--- src/rtl/mux_n_1_stream.sv ---
// Registered N:1 stream multiplexer with valid/ready on every port.
// Grants come from an external select (fixed mode) or a rotating round-robin pointer.
module mux_n_1_stream #(
  parameter int WIDTH = 8,
  parameter int N     = 4,
  parameter int SELW  = $clog2(N)
) (
  input  logic                 clk,
  input  logic                 rst_n,
  input  logic [N*WIDTH-1:0]   in_data,
  input  logic [N-1:0]         in_valid,
  output logic [N-1:0]         in_ready,
  input  logic                 mode,
  input  logic [SELW-1:0]      sel,
  output logic [WIDTH-1:0]     out_data,
  output logic                 out_valid,
  input  logic                 out_ready,
  output logic [SELW-1:0]      out_ch
);

  logic             load_en;
  logic [SELW-1:0]  rr_ptr;
  logic [SELW-1:0]  grant;
  logic             grant_ok;
  logic [WIDTH-1:0] grant_data;
  logic             xfer;

  // The output register can take a new word when empty or when its word leaves this cycle.
  assign load_en = !out_valid || out_ready;

  // Round-robin searches upward from the channel after the last RR winner.
  always_comb begin
    int              cand;
    logic [SELW-1:0] cand_idx;
    grant    = '0;
    grant_ok = 1'b0;
    cand     = 0;
    cand_idx = '0;
    if (mode) begin
      for (int k = 1; k <= N; k++) begin
        cand     = (int'(rr_ptr) + k) % N;
        cand_idx = SELW'(cand);
        if (!grant_ok && in_valid[cand_idx]) begin
          grant    = cand_idx;
          grant_ok = 1'b1;
        end
      end
    end else if (int'(sel) < N) begin
      grant    = sel;
      grant_ok = 1'b1;
    end
  end

  always_comb begin
    in_ready = '0;
    if (grant_ok && load_en) begin
      in_ready[grant] = 1'b1;
    end
  end

  always_comb begin
    grant_data = '0;
    for (int i = 0; i < N; i++) begin
      if (grant == SELW'(i)) begin
        grant_data = in_data[i*WIDTH +: WIDTH];
      end
    end
  end

  assign xfer = grant_ok && load_en && in_valid[grant];

  // rr_ptr only moves on round-robin transfers so fixed-mode traffic cannot skew fairness.
  always_ff @(posedge clk or negedge rst_n) begin
    if (!rst_n) begin
      out_valid <= 1'b0;
      out_data  <= '0;
      out_ch    <= '0;
      rr_ptr    <= SELW'(N - 1);
    end else if (xfer) begin
      out_valid <= 1'b1;
      out_data  <= grant_data;
      out_ch    <= grant;
      if (mode) begin
        rr_ptr <= grant;
      end
    end else if (out_ready) begin
      out_valid <= 1'b0;
    end
  end

  a_ready_onehot : assert property (@(posedge clk) disable iff (!rst_n) $onehot0(in_ready));

endmodule

--- config.mk ---
export PLATFORM = sky130hd
export DESIGN_NAME = mux_n_1_stream
export DESIGN_NICKNAME = d
export VERILOG_FILES = /design/src/rtl/mux_n_1_stream.sv
export SDC_FILE = /design/constraint.sdc
export NUM_CORES = 1
export LEC_CHECK = 0
export ABC_AREA = 0
export CORE_MARGIN = 10
export CORE_UTILIZATION = 35
export CTS_BUF_LIST = sky130_fd_sc_hd__clkbuf_16
export CTS_CLUSTER_DIAMETER = 120
export CTS_CLUSTER_SIZE = 25
export DETAILED_ROUTE_END_ITERATION = 7
export GPL_TIMING_DRIVEN = 0
export HOLD_SLACK_MARGIN = 0.05
export PLACE_DENSITY = 0.82
export SYNTH_ARGS = -nofsm -noshare
export SYNTH_HDL_FRONTEND = slang
export SYNTH_SLANG_ARGS = --single-unit
--- constraint.sdc ---
create_clock -name clk -period 3.5 [get_ports clk]
set_clock_uncertainty 0.1 [all_clocks]
set_input_delay 0.35 -clock clk [delete_from_list [all_inputs] [get_ports clk]]
set_output_delay 0.35 -clock clk [all_outputs]
set_load 0.01 [all_outputs]
# ---- After elaboration in Yosys (flattened, before gate mapping)
# Cells that the tools add are included.
dict set report op_classes {
  n_eq_ne 3
  magnitude_cmp 6
  n_addsub 4
  muxes 32
  reduce_logical 14
}
# operator n
set ops {}
lappend ops {{$mux W8} 4}
lappend ops {{$mux W1} 16}
lappend ops {{$lt A2 B3 Y1 const B} 5}
lappend ops {{$bmux W1 S2} 5}
lappend ops {{$mux W2} 5}
lappend ops {{$logic_and A1 B1 Y1} 6}
lappend ops {{$add A2 B1 Y2 const B} 2}
lappend ops {{$add A2 B2 Y2 const B} 2}
lappend ops {{$eq A2 B2 Y1 const B} 2}
lappend ops {{$logic_not A1 Y1} 4}
lappend ops {{$mux W4} 1}
lappend ops {{$demux W1 S2} 1}
lappend ops {{$eq A2 B1 Y1 const B} 1}
lappend ops {{$ge A2 B1 Y1 const B} 1}
lappend ops {{$logic_not A2 Y1} 1}
lappend ops {{$reduce_and A2 Y1} 1}
lappend ops {{$reduce_bool A2 Y1} 1}
lappend ops {{$logic_or A1 B1 Y1} 1}
dict set report totals {
  reg_bits 13
  elab_cells 63
}

# ---- Longest topological paths before layout
dict set report depth {
  ltp_word 22
  depth_mapped 9
  depth_no_buf 7
}

# ---- Least setup slack after synthesis
# Ideal clock, no wire load.
dict set report synth_path {
  path_kind {reg-to-reg}
  from {register rr_ptr[1]}
  to {register out_data[2]}
  setup_slack_ns 0.983
  n_path_buf 1
  t_arrival_ns 2.292
  path_stages_with_launch 8
  synth_period_minus_slack_ns 2.517
  path_cell_list {dfstp_2 > nand2b_1 > a21oi_2 > or4_1 > o311ai_2 > buf_6 > mux4_2 > mux2_4}
}
dict set report synth_between {
  elab_chain_cells 22
  elab_cells_between_ends 43
  classes_between {4 x add/sub; 3 x eq/ne; 27 x mux; 9 x reduce/logical}
}
# element line_no
set synth_lines {}
lappend synth_lines {{start, declared} 22} ;# logic [SELW-1:0] rr_ptr;
lappend synth_lines {{start signal, assigned} 78} ;# rr_ptr <= SELW'(N - 1);
lappend synth_lines {{start signal, assigned} 84} ;# rr_ptr <= grant;
lappend synth_lines {{$add A2 B1 Y2} 41} ;# cand = (int'(rr_ptr) + k) % N;
lappend synth_lines {{$bmux W1 S2} 43} ;# if (!grant_ok && in_valid[cand_idx]) begin
lappend synth_lines {{$mux W1 (implied by the code)} 43}
lappend synth_lines {{$mux W1} 43}
lappend synth_lines {{$mux W1} 39} ;# if (mode) begin
lappend synth_lines {{$logic_not A1 Y1} 43}
lappend synth_lines {{$logic_and A1 B1 Y1} 43}
lappend synth_lines {{$mux W1} 43}
lappend synth_lines {{(+3 left out)} n/a}
lappend synth_lines {{$mux W1} 43}
lappend synth_lines {{$mux W1} 39}
lappend synth_lines {{$logic_not A1 Y1} 43}
lappend synth_lines {{$logic_and A1 B1 Y1} 43}
lappend synth_lines {{$mux W2} 43}
lappend synth_lines {{$mux W2} 39}
lappend synth_lines {{$logic_not A2 Y1} 64} ;# if (grant == SELW'(i)) begin
lappend synth_lines {{$mux W8 (4 in a row)} 64}
lappend synth_lines {{end signal, assigned} 81} ;# out_data <= grant_data;
lappend synth_lines {{end, declared} 15} ;# output logic [WIDTH-1:0] out_data,
# Parallel ways exist; a longest one is shown, timed or not. The select of a mux whose other input is x is not followed.
# A chain may end at the register's enable or synchronous reset.

# ---- Worst setup path after layout
dict set report layout_path {
  from {input in_valid[2]}
  to {output in_ready[1]}
}
dict set report layout_between {
  elab_chain_cells 21
  elab_cells_between_ends 34
  classes_between {2 x order compare; 24 x mux; 8 x reduce/logical}
}
# element line_no
set layout_lines {}
lappend layout_lines {{start, declared} 11} ;# input logic [N-1:0] in_valid,
lappend layout_lines {{$bmux W1 S2} 43}
lappend layout_lines {{$mux W1 (implied by the code)} 43}
lappend layout_lines {{$mux W1} 43}
lappend layout_lines {{$mux W1} 39}
lappend layout_lines {{$logic_not A1 Y1} 43}
lappend layout_lines {{$logic_and A1 B1 Y1} 43}
lappend layout_lines {{$mux W1} 43}
lappend layout_lines {{$mux W1} 39}
lappend layout_lines {{(+5 left out)} n/a}
lappend layout_lines {{$logic_and A1 B1 Y1} 43}
lappend layout_lines {{$mux W2} 43}
lappend layout_lines {{$mux W2} 39}
lappend layout_lines {{$lt A2 B3 Y1 (implied by the code) / $ge A2 B1 Y1 (equally long branches)} 57} ;# in_ready[grant] = 1'b1;
lappend layout_lines {{$logic_and A1 B1 Y1 (implied by the code)} 57}
lappend layout_lines {{$mux W1 (implied by the code)} 57}
lappend layout_lines {{$demux W1 S2} 57}
lappend layout_lines {{$mux W4 *} 56} ;# if (grant_ok && load_en) begin
lappend layout_lines {{end, declared} 12} ;# output logic [N-1:0] in_ready,
# Mark *: on every way between the ends. The rest lies on a longest branch, timed or not. The select of a mux whose other input is x is not followed.

==> metrics list <==
* Result of the run: finished, final reports clean
- The analysis attributes to cell leakage a power of 0.708 nW.
- Number of sinks on the clock net: 13
* Critical Path RT: 3.05 ns
- # Post-CTS Setup Buffers: 0
* Routability congestion estimate: 0.820
- The routed layout has 965 vias.
* Endpoint class of the critical path: output port
* Startpoint of the worst-slack reg-to-reg timing path: rr_ptr[0]$_DFFE_PN1P_
- Number of gates resized after cts: 0
* Iteration-0 DRC Markers: 51
- The most numerous cell type found on the critical path is sky130_fd_sc_hd__clkdlybuf4s50_1.
- Antenna Nets Post-Route: 0
- Internal power: 0.785 mW
- Gate power share: 57.7%
* Die outline width: 75.0 µm
- After detailed routing, the average wire length per cell comes to 19.6 µm.
- The worst hold path belongs to the class input pin to async pin.
- Port buffering added 55 buffers.
* Final worst path period share: 93.6%
* DRC: 0
* Count of flip-flops with a built-in enable after synthesis: 0
- The critical path starts at in_valid[2].
- The critical path in this run is classified as input pin to output port.
- From synthesis to final layout, the design area changed by 63.2%.
- Pin count of the biggest net entering global routing: 14
- Num rows: 19
- After clock tree synthesis, the clock-pin slew on the worst setup and hold paths is 0.04 ns.
- In this run the mean area of a mapped cell was 12.2 µm².
- In this run switching power makes up 32.3% of total power.
- Measured against the total synthesized area, the mux share comes to 34.5%.
- During synthesis, Yosys emitted a total of 0 warnings.
* Actual transition at the worst max-transition pin: 0.585 ns
- Traced cell by cell, the critical path runs through clkdlybuf4s50_1 > nand2b_1 > a21oi_2 > or4_1 > o311ai_2 > buf_6 > nand2_1 > nor2_1 > clkdlybuf4s50_1.
- Number of buffers and inverters on the critical path: 3
- Root Buffer Master: sky130_fd_sc_hd__clkbuf_16
- Reg-to-reg setup timing slack: 0.72 ns
* Data arrival time of the worst path: 2.83 ns
- The clock passes through at most 2 buffers.
* Fraction of the mapped netlist area in simple logic gates: 13.9%
- Share of synthesized registers carrying an async set or reset: 100%
* Fraction of final layout cells sized beyond drive strength 1: 26.0%
* Deepest level of the CTS H-tree: 1
- In this run, synthesis produced a sequential element count of 13.
* Clk Latency, worst-skew pair: 0.24 ns
* Vias in the first global route: 1,047
* Total of hold buffers inserted after clock tree synthesis: 0
* Worst-path fanout max: 10
- Count of mapped cells out of synthesis: 87
- Wirelength, routed: 3.46 mm
* Worst-path cell with the longest stage delay: sky130_fd_sc_hd__clkdlybuf4s50_1
* Main combinational cell family by area after synthesis: multiplexers
* Initial antenna violation count: 0
- Hold Fails Final Rpt: 0
- Setup repair after global routing left no endpoint under its margin.
- Grouping stages by cell kind, the critical path spends the most delay in buffers and inverters.
- Post-synthesis net count: 129
- Total I/O pin count: 57
- Of the total synthesized cell area, the portion taken by full adders, half adders and majority gates is 0%.
- Setup total negative slack on the finished layout was measured at 0 ns.
- In this run the tightest slew margin relative to its limit is 60.9%.
* Portion of total power attributed to sequential cells: 23.8%
- Number of pins exceeding their max-slew limit in the final report: 0
- Initial core utilization: 37.4%
* Cell Area, Synth: 0.00106 mm²
- Switching Power: 0.375 mW
- Global route overflow: 0
- Die area: 0.00562 mm²
* Footprint of the multi-input gates: 647 µm²
* Worst vdd rail ir drop: 0.000237 V
- Antenna diodes: 0
- Power per Cell Area: 672 mW/mm²
* Instance area at placement: 0.00165 mm²
- Summing the areas of all compound-gate instances in the mapped netlist gives 12.6% of the synthesized area.
* Highest achievable clock rate: 0.305 GHz
- On the worst path, the slowest cell contributes a delay of 0.55 ns.
* Clock network fraction of design power: 18.4%
* Clock tree from TritonCTS: done
- Count of TritonRoute iterations in the first routing pass: 4
* Post-Synth XOR/XNOR Area: 0%
- Global routing used 12.2% of the available tracks.
- CORE AREA: 0.00283 mm²
- Die height: 75.0 µm
- Total number of nets in the final design: 189
* Most used flip-flop cell after synthesis: sky130_fd_sc_hd__dfrtp_1
* Drt via density: 5.45
- Post-Layout Inst Area: 0.00173 mm²
* Fillers: 242
- Setup violations remaining at the end of the flow were counted as 0.
* FF+latch area: 328 µm²
- Across the run, the number of max-cap violations was 0.
* Num CTS Buffers: 3
- The smallest clock period supported by the final layout is computed as 3.28 ns.
- STA classifies the critical path startpoint as an input pin.
- Post-detail-place hpwl: 2.80 mm
* First-pass GRT wire length: 5.32 mm
* Part of the Yosys area used for sequential elements: 31.0%
* Distinct cell type count after synthesis: 34
## cell families (layout without fill, tap and decap cells)
logic type | count (synthesis) | after routing
and+or+nand+nor | 27 | 27
muxes | 21 | 21
AOI/OAI and AO/OA | 13 | 13
DFF | 13 | 13
buffers and inverters | 13 | 72
## state kept, by name, indices dropped and copies added (netlist names)
name,cells
rr_ptr,2
out_data,8
out_ch,2
out_valid,1
## metal layers
metal  global-route usage [%]  share of wire, %
met1                     14.1                42
met2                     19.8                43
met3                     4.86                14
met4                     4.41              0.23
met5                        0                 0
## synth_stat cells (all sizes together), types with 2 or more instances
cell type	count	area, µm²
dfrtp	11	275
mux2	10	143
mux4	9	203
nand2	7	28.8
buf	6	57.5
inv	6	22.5
nand2b	5	31.3
nor2	5	18.8
a31oi	3	18.8
nand3	3	15.0
a21oi	2	13.8
dfstp	2	52.6
mux2i	2	20.0
or4	2	15.0
## worst register-to-register path: stages (launching register included)
cell	delay, ns
sky130_fd_sc_hd__dfstp_2	0.50
sky130_fd_sc_hd__buf_2	0.20
sky130_fd_sc_hd__inv_1	0.12
sky130_fd_sc_hd__a311oi_2	0.27
sky130_fd_sc_hd__a32oi_2	0.21
sky130_fd_sc_hd__inv_1	0.12
sky130_fd_sc_hd__clkbuf_1	0.45
sky130_fd_sc_hd__mux4_2	0.41
sky130_fd_sc_hd__mux2_4	0.28
## final cells by class
class / count / share of cell area [%]
plain buffers: 7 / 3.55
clock buffers: 3 / 4.34
clock inverters: 1 / 0.290
inverters: 6 / 1.30
multi-input cells: 61 / 37.4
flip-flops and latches: 13 / 19.0
well taps: 31 / 2.24
repair buffers: 55 / 31.9
## final timing paths
path / endpoint / depth (start not counted)
min in group clk: rr_ptr[1]$_DFFE_PN1P_ / 3
worst max-delay path: in_ready[1] / 9
worst min-delay path: out_data[5]$_DFFE_PN0P_ / 1
worst max register to register: out_data[2]$_DFFE_PN0P_ / 8
worst min register to register: out_data[6]$_DFFE_PN0P_ / 1
max in group asynchronous: out_data[4]$_DFFE_PN0P_ / 1
## power groups by stage
stage	combinational, mW	sequential [mW]	clock [mW]
5_1_grt	0.717	0.285	0.223
2_1_floorplan	0.375	0.301	0
3_3_place_gp	0.664	0.269	0
6_report	0.670	0.277	0.214
3_5_place_dp	0.673	0.275	0
4_1_cts	0.679	0.276	0.217
## metrics by stage
step / utilization (%) / total power, mW / setup slack, ns / hold slack, ns / cells
final: 61.1 / 1.16 / 0.223 / 0.385 / 177
after global routing: 61.1 / 1.23 / 0.106 / 0.415 / 177
after CTS: 61.1 / 1.17 / 0.210 / 0.398 / 177
after detailed placement: 58.2 / 0.949 / 0.222 / 0.393 / 173
after global placement: 58.2 / 0.932 / 0.280 / 0.377 / 173
after floorplan: - / 0.675 / 0.983 / -0.0456 / 87
## cells in the final DEF (no fill, tap or decap), drive strengths merged
master / instances
nand2: 7
o41ai: 1
a32oi: 1
mux4: 9
a311oi: 1
nor4b: 1
nor2b: 1
nand3: 3
and3: 1
dfrtp: 11
clkdlybuf4s50: 55
nor3: 1
or4: 2
buf: 6
o311ai: 1
nand2b: 5
a21oi: 2
o211ai: 1
o2bb2ai: 1
dfstp: 2
inv: 6
o22a: 1
clkbuf: 4
clkinv: 1
mux2i: 2
mux2: 10
nor2: 5
o22ai: 1
a31oi: 3
nor3b: 1
No activity file was read; power rests on OpenSTA's default activity.
